<file path="config.mk">
export PLATFORM = sky130hd
export DESIGN_NAME = ex_lsu_flat
export DESIGN_NICKNAME = d
export VERILOG_FILES = /design/src/rtl/ex_lsu_pkg.sv /design/src/rtl/ex_lsu_if.sv /design/src/rtl/ex_lsu_store_fmt.sv /design/src/rtl/ex_lsu.sv /design/src/flat_wrapper.sv
export SDC_FILE = /design/constraint.sdc
export NUM_CORES = 1
export LEC_CHECK = 0
export ABC_AREA = 1
export CAP_MARGIN = 0
export CORE_MARGIN = 5
export CORE_UTILIZATION = 30
export CTS_BUF_LIST = sky130_fd_sc_hd__clkbuf_8
export CTS_CLUSTER_SIZE = 12
export DETAILED_ROUTE_END_ITERATION = 7
export GPL_TIMING_DRIVEN = 0
export HOLD_SLACK_MARGIN = 0.08
export PLACE_DENSITY_LB_ADDON = 0.12
export SYNTH_ARGS = -nofsm -noshare
export SYNTH_HDL_FRONTEND = slang
export SYNTH_HIERARCHICAL = 1
export SYNTH_SLANG_ARGS = --single-unit
</file>
<file path="constraint.sdc">
create_clock -name clk -period 3.2 [get_ports clk]
set_input_delay 0.64 -clock clk [delete_from_list [all_inputs] [get_ports clk]]
set_output_delay 0.64 -clock clk [all_outputs]
set_load 0.05 [all_outputs]
</file>
<file path="src/rtl/ex_lsu_pkg.sv">
// Shared definitions for the EX-stage load/store unit: ALU op codes, bus size codes,
// pipeline control levels, FSM state encoding and the virtual-to-physical mapping.
package ex_lsu_pkg;

    typedef logic [7:0] aluop_t;

    localparam aluop_t EXE_LB_OP  = 8'b1110_0000;
    localparam aluop_t EXE_LH_OP  = 8'b1110_0001;
    localparam aluop_t EXE_LW_OP  = 8'b1110_0011;
    localparam aluop_t EXE_LBU_OP = 8'b1110_0100;
    localparam aluop_t EXE_LHU_OP = 8'b1110_0101;
    localparam aluop_t EXE_SB_OP  = 8'b1110_1000;
    localparam aluop_t EXE_SH_OP  = 8'b1110_1001;
    localparam aluop_t EXE_SW_OP  = 8'b1110_1011;

    localparam logic [1:0] SIZE_BYTE = 2'd0;
    localparam logic [1:0] SIZE_HALF = 2'd1;
    localparam logic [1:0] SIZE_WORD = 2'd2;

    localparam logic FLUSH_ENABLE = 1'b1;
    localparam logic NO_STOP      = 1'b0;
    localparam int   STALL_EX_BIT = 2;

    typedef enum logic [2:0] {
        LSU_IDLE   = 3'd0,
        LSU_REQ    = 3'd1,
        LSU_WAIT   = 3'd2,
        LSU_DONE   = 3'd3,
        LSU_CANCEL = 3'd4
    } lsu_state_e;

    // kseg0/kseg1 both alias the low 512 MB of physical memory.
    function automatic logic [31:0] lsu_v2p(input logic [31:0] vaddr, input logic map_kseg);
        if (map_kseg && (vaddr[31:30] == 2'b10)) begin
            return {3'b000, vaddr[28:0]};
        end
        return vaddr;
    endfunction

endpackage

</file>
<file path="src/rtl/ex_lsu_if.sv">
// SRAM-like data bus: one request phase (req/addr_ok) followed by one response phase (data_ok).
interface ex_lsu_if;

    logic        data_req;
    logic        data_wr;
    logic [1:0]  data_size;
    logic [31:0] data_addr;
    logic [3:0]  data_wstrb;
    logic [31:0] data_wdata;
    logic        data_addr_ok;
    logic [31:0] data_rdata;
    logic        data_data_ok;

    modport master (
        output data_req, data_wr, data_size, data_addr, data_wstrb, data_wdata,
        input  data_addr_ok, data_rdata, data_data_ok
    );

    modport slave (
        input  data_req, data_wr, data_size, data_addr, data_wstrb, data_wdata,
        output data_addr_ok, data_rdata, data_data_ok
    );

endinterface

</file>
<file path="src/rtl/ex_lsu_store_fmt.sv">
// Decodes the EX memory op into bus size, byte strobes, replicated store data and
// the natural-alignment check. Purely combinational.
module ex_lsu_store_fmt
    import ex_lsu_pkg::*;
(
    input  aluop_t      aluop_i,
    input  logic [1:0]  addr_lo_i,
    input  logic [31:0] rt_i,
    output logic        is_mem_o,
    output logic        is_store_o,
    output logic [1:0]  size_o,
    output logic [3:0]  wstrb_o,
    output logic [31:0] wdata_o,
    output logic        misalign_o
);

    logic [1:0] size_sel;

    always_comb begin
        is_mem_o   = 1'b1;
        is_store_o = 1'b0;
        size_sel   = SIZE_BYTE;
        wstrb_o    = 4'b0000;
        wdata_o    = 32'h0;
        case (aluop_i)
            EXE_LB_OP, EXE_LBU_OP: size_sel = SIZE_BYTE;
            EXE_LH_OP, EXE_LHU_OP: size_sel = SIZE_HALF;
            EXE_LW_OP:             size_sel = SIZE_WORD;
            EXE_SB_OP: begin
                is_store_o = 1'b1;
                size_sel   = SIZE_BYTE;
                wstrb_o    = 4'b0001 << addr_lo_i;
                wdata_o    = {4{rt_i[7:0]}};
            end
            EXE_SH_OP: begin
                is_store_o = 1'b1;
                size_sel   = SIZE_HALF;
                wstrb_o    = addr_lo_i[1] ? 4'b1100 : 4'b0011;
                wdata_o    = {2{rt_i[15:0]}};
            end
            EXE_SW_OP: begin
                is_store_o = 1'b1;
                size_sel   = SIZE_WORD;
                wstrb_o    = 4'b1111;
                wdata_o    = rt_i;
            end
            default: is_mem_o = 1'b0;
        endcase
    end

    always_comb begin
        misalign_o = 1'b0;
        if (is_mem_o) begin
            case (size_sel)
                SIZE_HALF: misalign_o = addr_lo_i[0];
                SIZE_WORD: misalign_o = |addr_lo_i;
                default:   misalign_o = 1'b0;
            endcase
        end
    end

    assign size_o = size_sel;

endmodule

</file>
<file path="src/rtl/ex_lsu.sv">
// EX-stage load/store unit: issues one data bus transfer per memory op, stalls the
// pipeline while it is outstanding and holds the raw read word until ex_mem takes it.
module ex_lsu
    import ex_lsu_pkg::*;
#(
    parameter logic MAP_KSEG = 1'b1
) (
    input  logic        clk,
    input  logic        resetn,
    input  aluop_t      aluop_i,
    input  logic [31:0] mem_vaddr_i,
    input  logic [31:0] store_data_i,
    input  logic        flush,
    input  logic [3:0]  stall_i,
    ex_lsu_if.master    bus,
    output logic [31:0] data_addr_o,
    output logic [31:0] data_rdata_o,
    output logic        stallreq_o,
    output logic        exc_adel_o,
    output logic        exc_ades_o
);

    lsu_state_e  state_q, state_d;
    logic        acked_q, acked_d;
    logic        wr_q, wr_d;
    logic [1:0]  size_q, size_d;
    logic [31:0] addr_q, addr_d;
    logic [3:0]  wstrb_q, wstrb_d;
    logic [31:0] wdata_q, wdata_d;
    logic [31:0] rdata_q, rdata_d;

    logic        is_mem, is_store, misalign, start;
    logic [1:0]  fmt_size;
    logic [3:0]  fmt_wstrb;
    logic [31:0] fmt_wdata;
    logic        flush_now;
    logic        unused_stall;

    ex_lsu_store_fmt u_fmt (
        .aluop_i    (aluop_i),
        .addr_lo_i  (mem_vaddr_i[1:0]),
        .rt_i       (store_data_i),
        .is_mem_o   (is_mem),
        .is_store_o (is_store),
        .size_o     (fmt_size),
        .wstrb_o    (fmt_wstrb),
        .wdata_o    (fmt_wdata),
        .misalign_o (misalign)
    );

    assign flush_now    = (flush == FLUSH_ENABLE);
    assign unused_stall = ^{stall_i[3], stall_i[1:0]};
    assign start        = (state_q == LSU_IDLE) && is_mem && !misalign && !flush_now;

    always_comb begin
        state_d = state_q;
        acked_d = acked_q;
        wr_d    = wr_q;
        size_d  = size_q;
        addr_d  = addr_q;
        wstrb_d = wstrb_q;
        wdata_d = wdata_q;
        rdata_d = rdata_q;
        case (state_q)
            LSU_IDLE: begin
                if (start) begin
                    state_d = LSU_REQ;
                    acked_d = 1'b0;
                    wr_d    = is_store;
                    size_d  = fmt_size;
                    addr_d  = lsu_v2p(mem_vaddr_i, MAP_KSEG);
                    wstrb_d = fmt_wstrb;
                    wdata_d = fmt_wdata;
                end
            end
            LSU_REQ: begin
                // A request already on the bus cannot be withdrawn; a flush turns it into a drain.
                if (flush_now) begin
                    state_d = LSU_CANCEL;
                    acked_d = bus.data_addr_ok;
                end else if (bus.data_addr_ok) begin
                    state_d = LSU_WAIT;
                end
            end
            LSU_WAIT: begin
                if (flush_now) begin
                    state_d = bus.data_data_ok ? LSU_IDLE : LSU_CANCEL;
                    acked_d = 1'b1;
                end else if (bus.data_data_ok) begin
                    state_d = LSU_DONE;
                    rdata_d = bus.data_rdata;
                end
            end
            LSU_DONE: begin
                if (flush_now || (stall_i[STALL_EX_BIT] == NO_STOP)) begin
                    state_d = LSU_IDLE;
                end
            end
            LSU_CANCEL: begin
                if (!acked_q) begin
                    acked_d = bus.data_addr_ok;
                end else if (bus.data_data_ok) begin
                    state_d = LSU_IDLE;
                end
            end
            default: state_d = LSU_IDLE;
        endcase
    end

    always_ff @(posedge clk) begin
        if (!resetn) begin
            state_q <= LSU_IDLE;
            acked_q <= 1'b0;
            wr_q    <= 1'b0;
            size_q  <= 2'd0;
            addr_q  <= 32'h0;
            wstrb_q <= 4'h0;
            wdata_q <= 32'h0;
            rdata_q <= 32'h0;
        end else begin
            state_q <= state_d;
            acked_q <= acked_d;
            wr_q    <= wr_d;
            size_q  <= size_d;
            addr_q  <= addr_d;
            wstrb_q <= wstrb_d;
            wdata_q <= wdata_d;
            rdata_q <= rdata_d;
        end
    end

    assign bus.data_req   = (state_q == LSU_REQ) || ((state_q == LSU_CANCEL) && !acked_q);
    assign bus.data_wr    = wr_q;
    assign bus.data_size  = size_q;
    assign bus.data_addr  = addr_q;
    assign bus.data_wstrb = wstrb_q;
    assign bus.data_wdata = wdata_q;

    assign data_addr_o  = mem_vaddr_i;
    assign data_rdata_o = rdata_q;
    assign stallreq_o   = resetn && (start || (state_q == LSU_REQ) || (state_q == LSU_WAIT)
                                           || (state_q == LSU_CANCEL));
    assign exc_adel_o   = resetn && is_mem && !is_store && misalign;
    assign exc_ades_o   = resetn && is_mem && is_store && misalign;

endmodule

</file>
<file path="src/flat_wrapper.sv">
// flat-port wrapper written by rule: the top's interface ports become plain ports
module ex_lsu_flat import ex_lsu_pkg::*;
#(
    parameter logic MAP_KSEG = 1'b1
)
  (clk, resetn, aluop_i, mem_vaddr_i, store_data_i, flush, stall_i, data_addr_o, data_rdata_o, stallreq_o, exc_adel_o, exc_ades_o, bus_data_req, bus_data_wr, bus_data_size, bus_data_addr, bus_data_wstrb, bus_data_wdata, bus_data_addr_ok, bus_data_rdata, bus_data_data_ok);
  ex_lsu_if bus_i ();
  input  logic clk;
  input  logic resetn;
  input  aluop_t aluop_i;
  input  logic [31:0] mem_vaddr_i;
  input  logic [31:0] store_data_i;
  input  logic flush;
  input  logic [3:0] stall_i;
  output logic [31:0] data_addr_o;
  output logic [31:0] data_rdata_o;
  output logic stallreq_o;
  output logic exc_adel_o;
  output logic exc_ades_o;
  output wire logic [$bits(bus_i.data_req)-1:0] bus_data_req;
  output wire logic [$bits(bus_i.data_wr)-1:0] bus_data_wr;
  output wire logic [$bits(bus_i.data_size)-1:0] bus_data_size;
  output wire logic [$bits(bus_i.data_addr)-1:0] bus_data_addr;
  output wire logic [$bits(bus_i.data_wstrb)-1:0] bus_data_wstrb;
  output wire logic [$bits(bus_i.data_wdata)-1:0] bus_data_wdata;
  input wire logic [$bits(bus_i.data_addr_ok)-1:0] bus_data_addr_ok;
  input wire logic [$bits(bus_i.data_rdata)-1:0] bus_data_rdata;
  input wire logic [$bits(bus_i.data_data_ok)-1:0] bus_data_data_ok;
  assign bus_data_req = bus_i.data_req;
  assign bus_data_wr = bus_i.data_wr;
  assign bus_data_size = bus_i.data_size;
  assign bus_data_addr = bus_i.data_addr;
  assign bus_data_wstrb = bus_i.data_wstrb;
  assign bus_data_wdata = bus_i.data_wdata;
  assign bus_i.data_addr_ok = bus_data_addr_ok;
  assign bus_i.data_rdata = bus_data_rdata;
  assign bus_i.data_data_ok = bus_data_data_ok;
  ex_lsu #(.MAP_KSEG(MAP_KSEG)) u_core (.clk(clk), .resetn(resetn), .aluop_i(aluop_i), .mem_vaddr_i(mem_vaddr_i), .store_data_i(store_data_i), .flush(flush), .stall_i(stall_i), .bus(bus_i), .data_addr_o(data_addr_o), .data_rdata_o(data_rdata_o), .stallreq_o(stallreq_o), .exc_adel_o(exc_adel_o), .exc_ades_o(exc_ades_o));
endmodule
</file>
# After elaboration in Yosys (flattened, before gate mapping)
# Index checks and enable logic that the tools add are counted.
# op_classes
eq_ne	23
n_mux	28
shift	1
bitwise_logic	2
n_reduce_logical	30
# ops
cell	n
$pmux W32 S3	1
$eq A8 B8 Y1 const B	8
$mux W32	2
$mux W3	9
$pmux W3 S5	1
$pmux W4 S3	1
$logic_and A1 B1 Y1	10
$mux W1	10
$reduce_or A8 Y1	1
$eq A3 B2 Y1 const B	2
$ne A2 B1 Y1 const B	3
$ne A2 B2 Y1 const B	3
$ne A3 B3 Y1 const B	2
$reduce_and A6 Y1	1
$reduce_or A3 Y1	2
$logic_or A1 B1 Y1	5
$eq A2 B2 Y1 const B	2
$logic_not A1 Y1	4
$mux W4	1
$pmux W1 S4	1
$pmux W2 S2	1
$reduce_and A4 Y1	1
$reduce_bool A4 Y1	1
$reduce_or A2 Y1	2
9 further kinds	10
# totals
wordCells	92
regBits	107
out_inout_bits	139

# Depth between registers and ports, before layout
# Gate-level depths: netlist (run 1).
# depth
ltp_word	13
depth_mapped	19
ltp_nobuf	19

# Cells and area by module
# Netlist (run 1), hierarchy kept.
# by_module_without_submodules
mod	seq_area_each_um2	instances	area_per_inst_um2	cells_per_inst
ex_lsu	2142.1	1	4129.0	541
ex_lsu_store_fmt	0.0	1	699.4	150

# Worst setup path after synthesis (run 1)
# Ideal clock, no wire load.
# synth_path
kind	input port to output port
start	in aluop_i[4]
end	out stallreq_o
arrival_time_ns	2.962
t_required_ns	2.560
path_slack_ns	-0.402
n_path_buf	2
stages	17
cell_sequence	inv_1 > nand2_1 > nor2_2 > nand4_1 > nand2_1 > inv_1 > ha_1 > a21oi_1 > or3_1 > nor2_1 > nor2_1 > nand2_1 > nor2_4 > buf_6 > buf_6 > nor2_1 > nor2_1
# synth_via
elab_chain_cells	13
elab_cells_between_ends	25
classes_between	eq/ne: 10; mux: 4; reduce/logical: 11
# synth_lines
item	line_no	source
from (decl)	flat_wrapper.sv:10	input aluop_t aluop_i;
$eq A8 B8 Y1	ex_lsu_store_fmt.sv:25	case (aluop_i)
$reduce_or A3 Y1 (no source line) or $reduce_or A2 Y1 (tied branches)	n/a	
$pmux W2 S2	ex_lsu_store_fmt.sv:25	
$eq A2 B2 Y1 or $eq A2 B1 Y1 (tied branches)	ex_lsu_store_fmt.sv:54	case (size_sel)
$pmux W1 S2	ex_lsu_store_fmt.sv:54	
$mux W1 *	ex_lsu_store_fmt.sv:53	if (is_mem_o) begin
via u_core.misalign	ex_lsu.sv:32	logic is_mem, is_store, misalign, start;
$logic_not A1 Y1 *	ex_lsu.sv:53	assign start = (state_q == LSU_IDLE) && is_mem && !misalign && !flush_now;
$logic_and A1 B1 Y1 * (2 in series)	ex_lsu.sv:53	
$logic_or A1 B1 Y1 * (2 in series)	ex_lsu.sv:141	assign stallreq_o = resetn && (start || (state_q == LSU_REQ) || (state_q == LSU_WAIT)
$logic_or A1 B1 Y1 *	ex_lsu.sv:142	|| (state_q == LSU_CANCEL));
$logic_and A1 B1 Y1 *	ex_lsu.sv:141	
to (decl)	flat_wrapper.sv:17	output logic stallreq_o;
# Mark *: on every way through the listed nets, which the timed path passes. The rest lies on a longest branch.

# Final worst setup path (run 1)
# Ends and elaborated chain as after synthesis.

==> run metrics, run 1 <==
r2r setup slk=between 1.5 and 2 ns; RSZ-0062 raised after global routing=true; Setup crit end kind=output pin; CTS H-Tree Depth=3; Inserted Clock Buffers=9; Port Buf Inserts=about 250; clock sink total=between 100 and 150; hold_ws=between 0.4 and 0.5 ns; vias per cell=approximately 4.4; critical path peak fanout=6; die height=136.9 um; Slew Limit Fails=0; Post-Route WL=roughly 17000 um; CTS tree=yes; most frequent CP cell=nor2_4; CP max stage cell=or3_4; ys async rst share=0; critical path depth=17; Post-synth EDFFs=0; Final min period=3.192 ns; Synth area leader=dfxtp_1; vias in the first global route=between 4000 and 5000; PD cells=441.0 mW/mm^2; die area=between 0.015 and 0.02 mm^2; global route total overflow=0; Area Growth Syn to Fin=65.87%; Core ar.=0.01583 mm^2; sequential share of the synthesized area=0.4436; Tot GR Track Use=0.1723; layout cell share with drive strength beyond 1=0.1443; largest net degree at the start of global routing=18; cell row count=46; dpl hpwl=around 13000 um; Required @ worst endpoint=roughly 2.6 ns; mapped cell area=approximately 0.0048 mm^2; Placed Cells=around 1200; critical path class=primary input to output pin; syn_area_per_cell=6.988 um^2; Starting Density=0.3051; Synth Net Count=about 810; ys flop type=dfxtp_1; VDD IR max=roughly 0.28 mV; setup_tns=0 ns; delay-heaviest family, CP=simple AND/OR/NAND/NOR gates; Leak=approximately 0.0036 uW; WP buf/inv=5; First-pass DRT Iterations=5; max_cap viols=0; critical path cell sequence=buf_6 > inv_4 > nand2_4 > nor2_4 > buf_6 > nand2_4 > nand2_4 > inv_4 > ha_4 > or3_4 > nor2_4 > nor2_2 > nand2_2 > nor2_4 > nor2_4 > nor2_4 > buf_8; Final setup viols=0; crit path capture=stallreq_o; Die Wd=136.9 um; Reg-to-Reg Start=u_core/state_q[1]; first-pass GRT wire length=about 25000 um; worst reg-to-reg path cell count=8; slew at the pin closest to its max-slew limit=around 0.56 ns; post-synthesis cell type count=25; Worst-Skew Late Latency=0.38 ns; final hold viol count=0; Synth Warn #=6; Max-slew headroom=0.6232; total I/O pin count=252; Post-synth top cells=nor2_1 (225), dfxtp_1 (107), nand2_1 (95), o21ai_0 (69), buf_4 (37); Layout Skew=approximately 0.012 ns; Placer Congestion=approximately 0.86; fin crit share=0.9976; synthesis-stage register bit count=107; DR vias=5237; # DRC=0; Clock transition at path regs=0.10 ns; RR Endpoint=u_core/bus.data_wdata[0]; HP Class=flop to flop; leading post-synthesis cells by cell area=dfxtp_1 (44%), nor2_1 (17%), nand2_1 (7.4%); Final Non-Filler Cells=around 1200; Critical Path AT=between 2 and 3 ns; Routed WL per cell=14.17 um; most common cell in the netlist=nor2_1; clock buffer depth=2; status=finished clean; Final ANT Viol Nets=0; fmax=roughly 310 MHz; CP startpoint=aluop_i[4]; slowest cell delay on critical path=approximately 0.40 ns; initial antenna violation count=1; Iter 0 DRT Violations=between 200 and 300; Cells after Synth=about 690; Setup crit start kind=primary input; nets=~1100; Synth top area share=0.4436; Root Buffer=clkbuf_8
==> worst min path at each step <==
stage,to,cells past startpoint,slack [ns],startpoint
after detailed placement,u_core/acked_q,2,0.46,u_core/acked_q
after global placement,u_core/acked_q,2,0.45,u_core/acked_q
after CTS,u_core/acked_q,2,0.47,u_core/acked_q
final,u_core/acked_q,2,0.47,u_core/acked_q
after global routing,u_core/acked_q,2,0.49,u_core/acked_q
after floorplan,u_core/acked_q,2,0.44,u_core/acked_q
==> power breakdown <==
group | internal [uW] | switching [uW]
sequential | 1420 | 60.0
combinational | 460 | 719
clock | 384 | 493
total | 2260 | 1270
==> layer usage <==
metal  vias to the layer above  GRT usage  wire [um]
met5                         -          0          0
met4                         0    0.06208        308
met2                       184     0.2708       7606
li1                       2724          -          -
met3                        19    0.05956       1696
met1                      2310     0.2194       7206
==> layout by cell type, fill, tap and decap left out <==
cell,Yosys,routed
a21oi_1,10,9
a21oi_2,0,1
buf_1,1,1
buf_2,15,20
buf_4,37,54
buf_6,4,7
buf_8,0,1
bufinv_16,0,1
clkbuf_1,9,9
clkbuf_8,0,10
clkdlybuf4s15_2,0,1
clkdlybuf4s50_1,0,236
clkinv_2,1,1
clkinvlp_4,0,3
dfxtp_1,107,107
diode_2,0,1
ha_1,3,1
ha_4,0,2
inv_1,30,27
inv_2,4,5
inv_4,0,3
inv_6,0,1
nand2_1,95,87
nand2_2,3,8
nand2_4,0,3
nand3_1,28,28
nand3_2,2,2
nand4_1,4,4
nor2_1,225,217
nor2_2,2,5
nor2_4,3,8
nor3_4,2,2
o211ai_1,3,3
o211ai_4,0,1
o21ai_0,69,69
o21ai_1,32,32
or3_4,0,1
==> cell families after synthesis <==
logic type	after synthesis	synth area share
buffers and inverters	101	0.1176
AOI/OAI and AO/OA	115	0.1223
and+or+nand+nor	365	0.3086
adders and majority gates	3	0.007775
DFF	107	0.4436
==> through the flow <==
| step | power, uW | area [um^2] | setup slack (ns) | util |
|---|---|---|---|---|
| global route | 3719 | 8009 | -0.09434 | 0.5060 |
| detailed placement | 2670 | 7614 | -1.492 | 0.4810 |
| finish | 3532 | 8009 | 0.007575 | 0.5060 |
| global placement | 2672 | 7614 | -1.486 | 0.4810 |
| CTS | 3573 | 7921 | -0.1514 | 0.5005 |
| floorplan | 2238 | 4871 | -0.001073 | - |
==> final cells by class <==
type / instances / area, um^2
Buffer: 64 / 412.9
Sequential cell: 107 / 2142
Clock inverter: 6 / 65.06
Tap cell: 216 / 270.3
Multi-Input combinational cell: 483 / 2241
Clock buffer: 10 / 137.6
Antenna cell: 1 / 2.502
Inverter: 35 / 140.1
Timing Repair Buffer: 265 / 2597
Fill cell: 1594 / 7819
==> worst reg2reg max path, cell delays in order (launching register included) <==
cell,delay [ns]
dfxtp_1,0.40
nor2_4,0.15
nand2_2,0.09
nor2_4,0.17
buf_4,0.25
inv_2,0.12
buf_2,0.21
nor2_1,0.14
nor2_1,0.06
==> registers in the layout (all words and copies together), names as in the netlist <==
signal	count
u_core/bus.data_wstrb	4
u_core/bus.data_addr	32
u_core/bus.data_wr	1
u_core/acked_q	1
u_core/data_rdata_o	32
u_core/state_q	3
u_core/bus.data_wdata	32
u_core/bus.data_size	2
==> repair_timing <==
action	4_1_cts	5_1_grt
pin swaps	17	14
hold buffers	0	0
endpoints found under the setup margin	4	3
gates resized for setup	65	15
buffers inserted	14	4
Power figures use the tool's default switching activity.
==> run 2: changes to the inputs <==
--- a/config.mk
+++ b/config.mk
@@ -12,7 +12,6 @@
 export CTS_BUF_LIST = sky130_fd_sc_hd__clkbuf_8
 export CTS_CLUSTER_SIZE = 12
 export DETAILED_ROUTE_END_ITERATION = 7
-export GPL_TIMING_DRIVEN = 0
 export HOLD_SLACK_MARGIN = 0.08
 export PLACE_DENSITY_LB_ADDON = 0.12
 export SYNTH_ARGS = -nofsm -noshare
==> run 2 against run 1 <==
Compared with the run above:
- die area stayed put
- largest cell class unchanged
- register-to-register slack worse by 0.16 ns
- largest power group unchanged
- combinational power hardly changed
- setup slack better by 0.024 ns
- clock power is 1% lower
==> run metrics, run 2 (synthesis results as in run 1) <==
status=finished clean; Iter 0 DRT Violations=~210; Root Buffer=clkbuf_8; RR Endpoint=u_core/bus.data_wdata[29]; Die Wd=136.9 um; die area=between 0.015 and 0.02 mm^2; slew at the pin closest to its max-slew limit=approximately 0.57 ns; VDD IR max=approximately 0.36 mV; cell row count=46; Final setup viols=0; dpl hpwl=between 10000 and 15000 um; clock buffer depth=2; Slew Limit Fails=0; vias per cell=4.407; final hold viol count=0; Worst-Skew Late Latency=0.38 ns; first-pass GRT wire length=about 26000 um; Final Power=~3500 uW; max_cap viols=0; HP Class=flop to flop; total I/O pin count=252; Setup crit start kind=primary input; global route total overflow=0; vias in the first global route=roughly 5000; DR vias=between 5000 and 6000; fmax=~320 MHz; Critical Path AT=2.53 ns; antenna cells=0; Hold Startpoint=u_core/acked_q; Routed WL per cell=~14 um; Leak=approximately 0.0036 uW; Layout Skew=0.009969 ns; # DRC=0; layout cell share with drive strength beyond 1=0.1496; Reg-to-Reg Start=u_core/state_q[1]; nets=1060; largest net degree at the start of global routing=63; Worst Hold Depth=2; most frequent cells in the layout=clkdlybuf4s50_1 (236), nor2_1 (213), dfxtp_1 (107); die height=136.9 um; Required @ worst endpoint=2.56 ns; Max-slew headroom=0.6174; Core ar.=between 0.015 and 0.02 mm^2; worst reg-to-reg path cell count=10; fin crit share=0.9902; Starting Density=0.3051; Final ANT Viol Nets=0; Area Growth Syn to Fin=66.36%; Setup crit end kind=output pin; fillers=about 1600; Clock transition at path regs=0.11 ns; commonest non-fill, non-tap cell in the layout=clkdlybuf4s50_1; critical path class=primary input to output pin; Port Buf Inserts=around 250; PD cells=436.9 mW/mm^2; Post-Route WL=16530 um; CTS Hold Bufs=0; initial antenna violation count=0; Final min period=3.169 ns; critical path peak fanout=6; CTS H-Tree Depth=3; First-pass DRT Iterations=4; RSZ-0062 raised after global routing=true; setup ws final=0.03135 ns; r2r setup slk=approximately 1.4 ns; DP Worst Slack=-0.4684 ns; Hold EP=u_core/acked_q; Inserted Clock Buffers=9; CTS tree=yes; clock sink total=~110; hold_ws=between 0.4 and 0.5 ns; Placer Congestion=a little over 0.8; Tot GR Track Use=0.1724
run 2: layout make-up:
cell class / count / area, um^2 / share of cell area
well taps: 216 / 270.3 / 0.03364
flip-flops and latches: 107 / 2142 / 0.2667
inverters: 35 / 135.1 / 0.01682
clock buffers: 9 / 123.9 / 0.01542
multi-input cells: 483 / 2290 / 0.2850
clock inverters: 7 / 73.82 / 0.009190
repair buffers: 308 / 2998 / 0.3732
run 2: worst max path at each step:
stage               start         end  slack [ns]
6_report       aluop_i[4]  stallreq_o        0.03
5_1_grt        aluop_i[4]  stallreq_o       -0.08
3_3_place_gp   aluop_i[5]  stallreq_o       -0.44
2_1_floorplan  aluop_i[4]  stallreq_o      -0.001
4_1_cts        aluop_i[4]  stallreq_o       -0.04
3_5_place_dp   aluop_i[5]  stallreq_o       -0.47
run 2: what timing repair did:
item,4_1_cts,5_1_grt
setup endpoints to repair,3,31
setup buffers,23,6
cloned,0,1
resized for setup,46,25
pin swaps,16,27
endpoints found under the hold margin,0,0
run 2: worst max-delay path, cell delays in order:
cell,delay [ns]
buf_6,0.10
inv_4,0.05
nand2_4,0.04
nor2_4,0.20
nand4_1,0.18
nand2_2,0.14
ha_4,0.13
nor2_2,0.03
or3_4,0.39
nor2_4,0.10
nor2_1,0.04
nand2_1,0.12
nor2_4,0.06
nor2_4,0.09
nor2_4,0.05
buf_8,0.15
run 2: where the power goes:
| group | internal, uW | switching (uW) |
|---|---|---|
| clock network | 369 | 499 |
| logic | 449 | 715 |
| registers | 1420 | 62.0 |
| total | 2230 | 1280 |
run 2: layer usage:
metal | up-vias | GRT usage | routed length, um
met2 | 172 | 0.2738 | 7535
li1 | 2663 | - | -
met4 | 0 | 0.05654 | 320
met1 | 2279 | 0.2113 | 6871
met3 | 20 | 0.07279 | 1803
met5 | - | 0 | 0
run 2: per-stage QoR:
| step | instance area (um^2) | setup TNS [ns] | std cells | util |
|---|---|---|---|---|
| floorplan | 4871 | -0.001073 | 691 | - |
| global placement | 7473 | -18.98 | 1122 | 0.4722 |
| detailed placement | 7473 | -21.33 | 1122 | 0.4722 |
| CTS | 7900 | -0.04442 | 1161 | 0.4991 |
| global route | 8033 | -0.09814 | 1165 | 0.5075 |
| finish | 8033 | 0 | 1165 | 0.5075 |
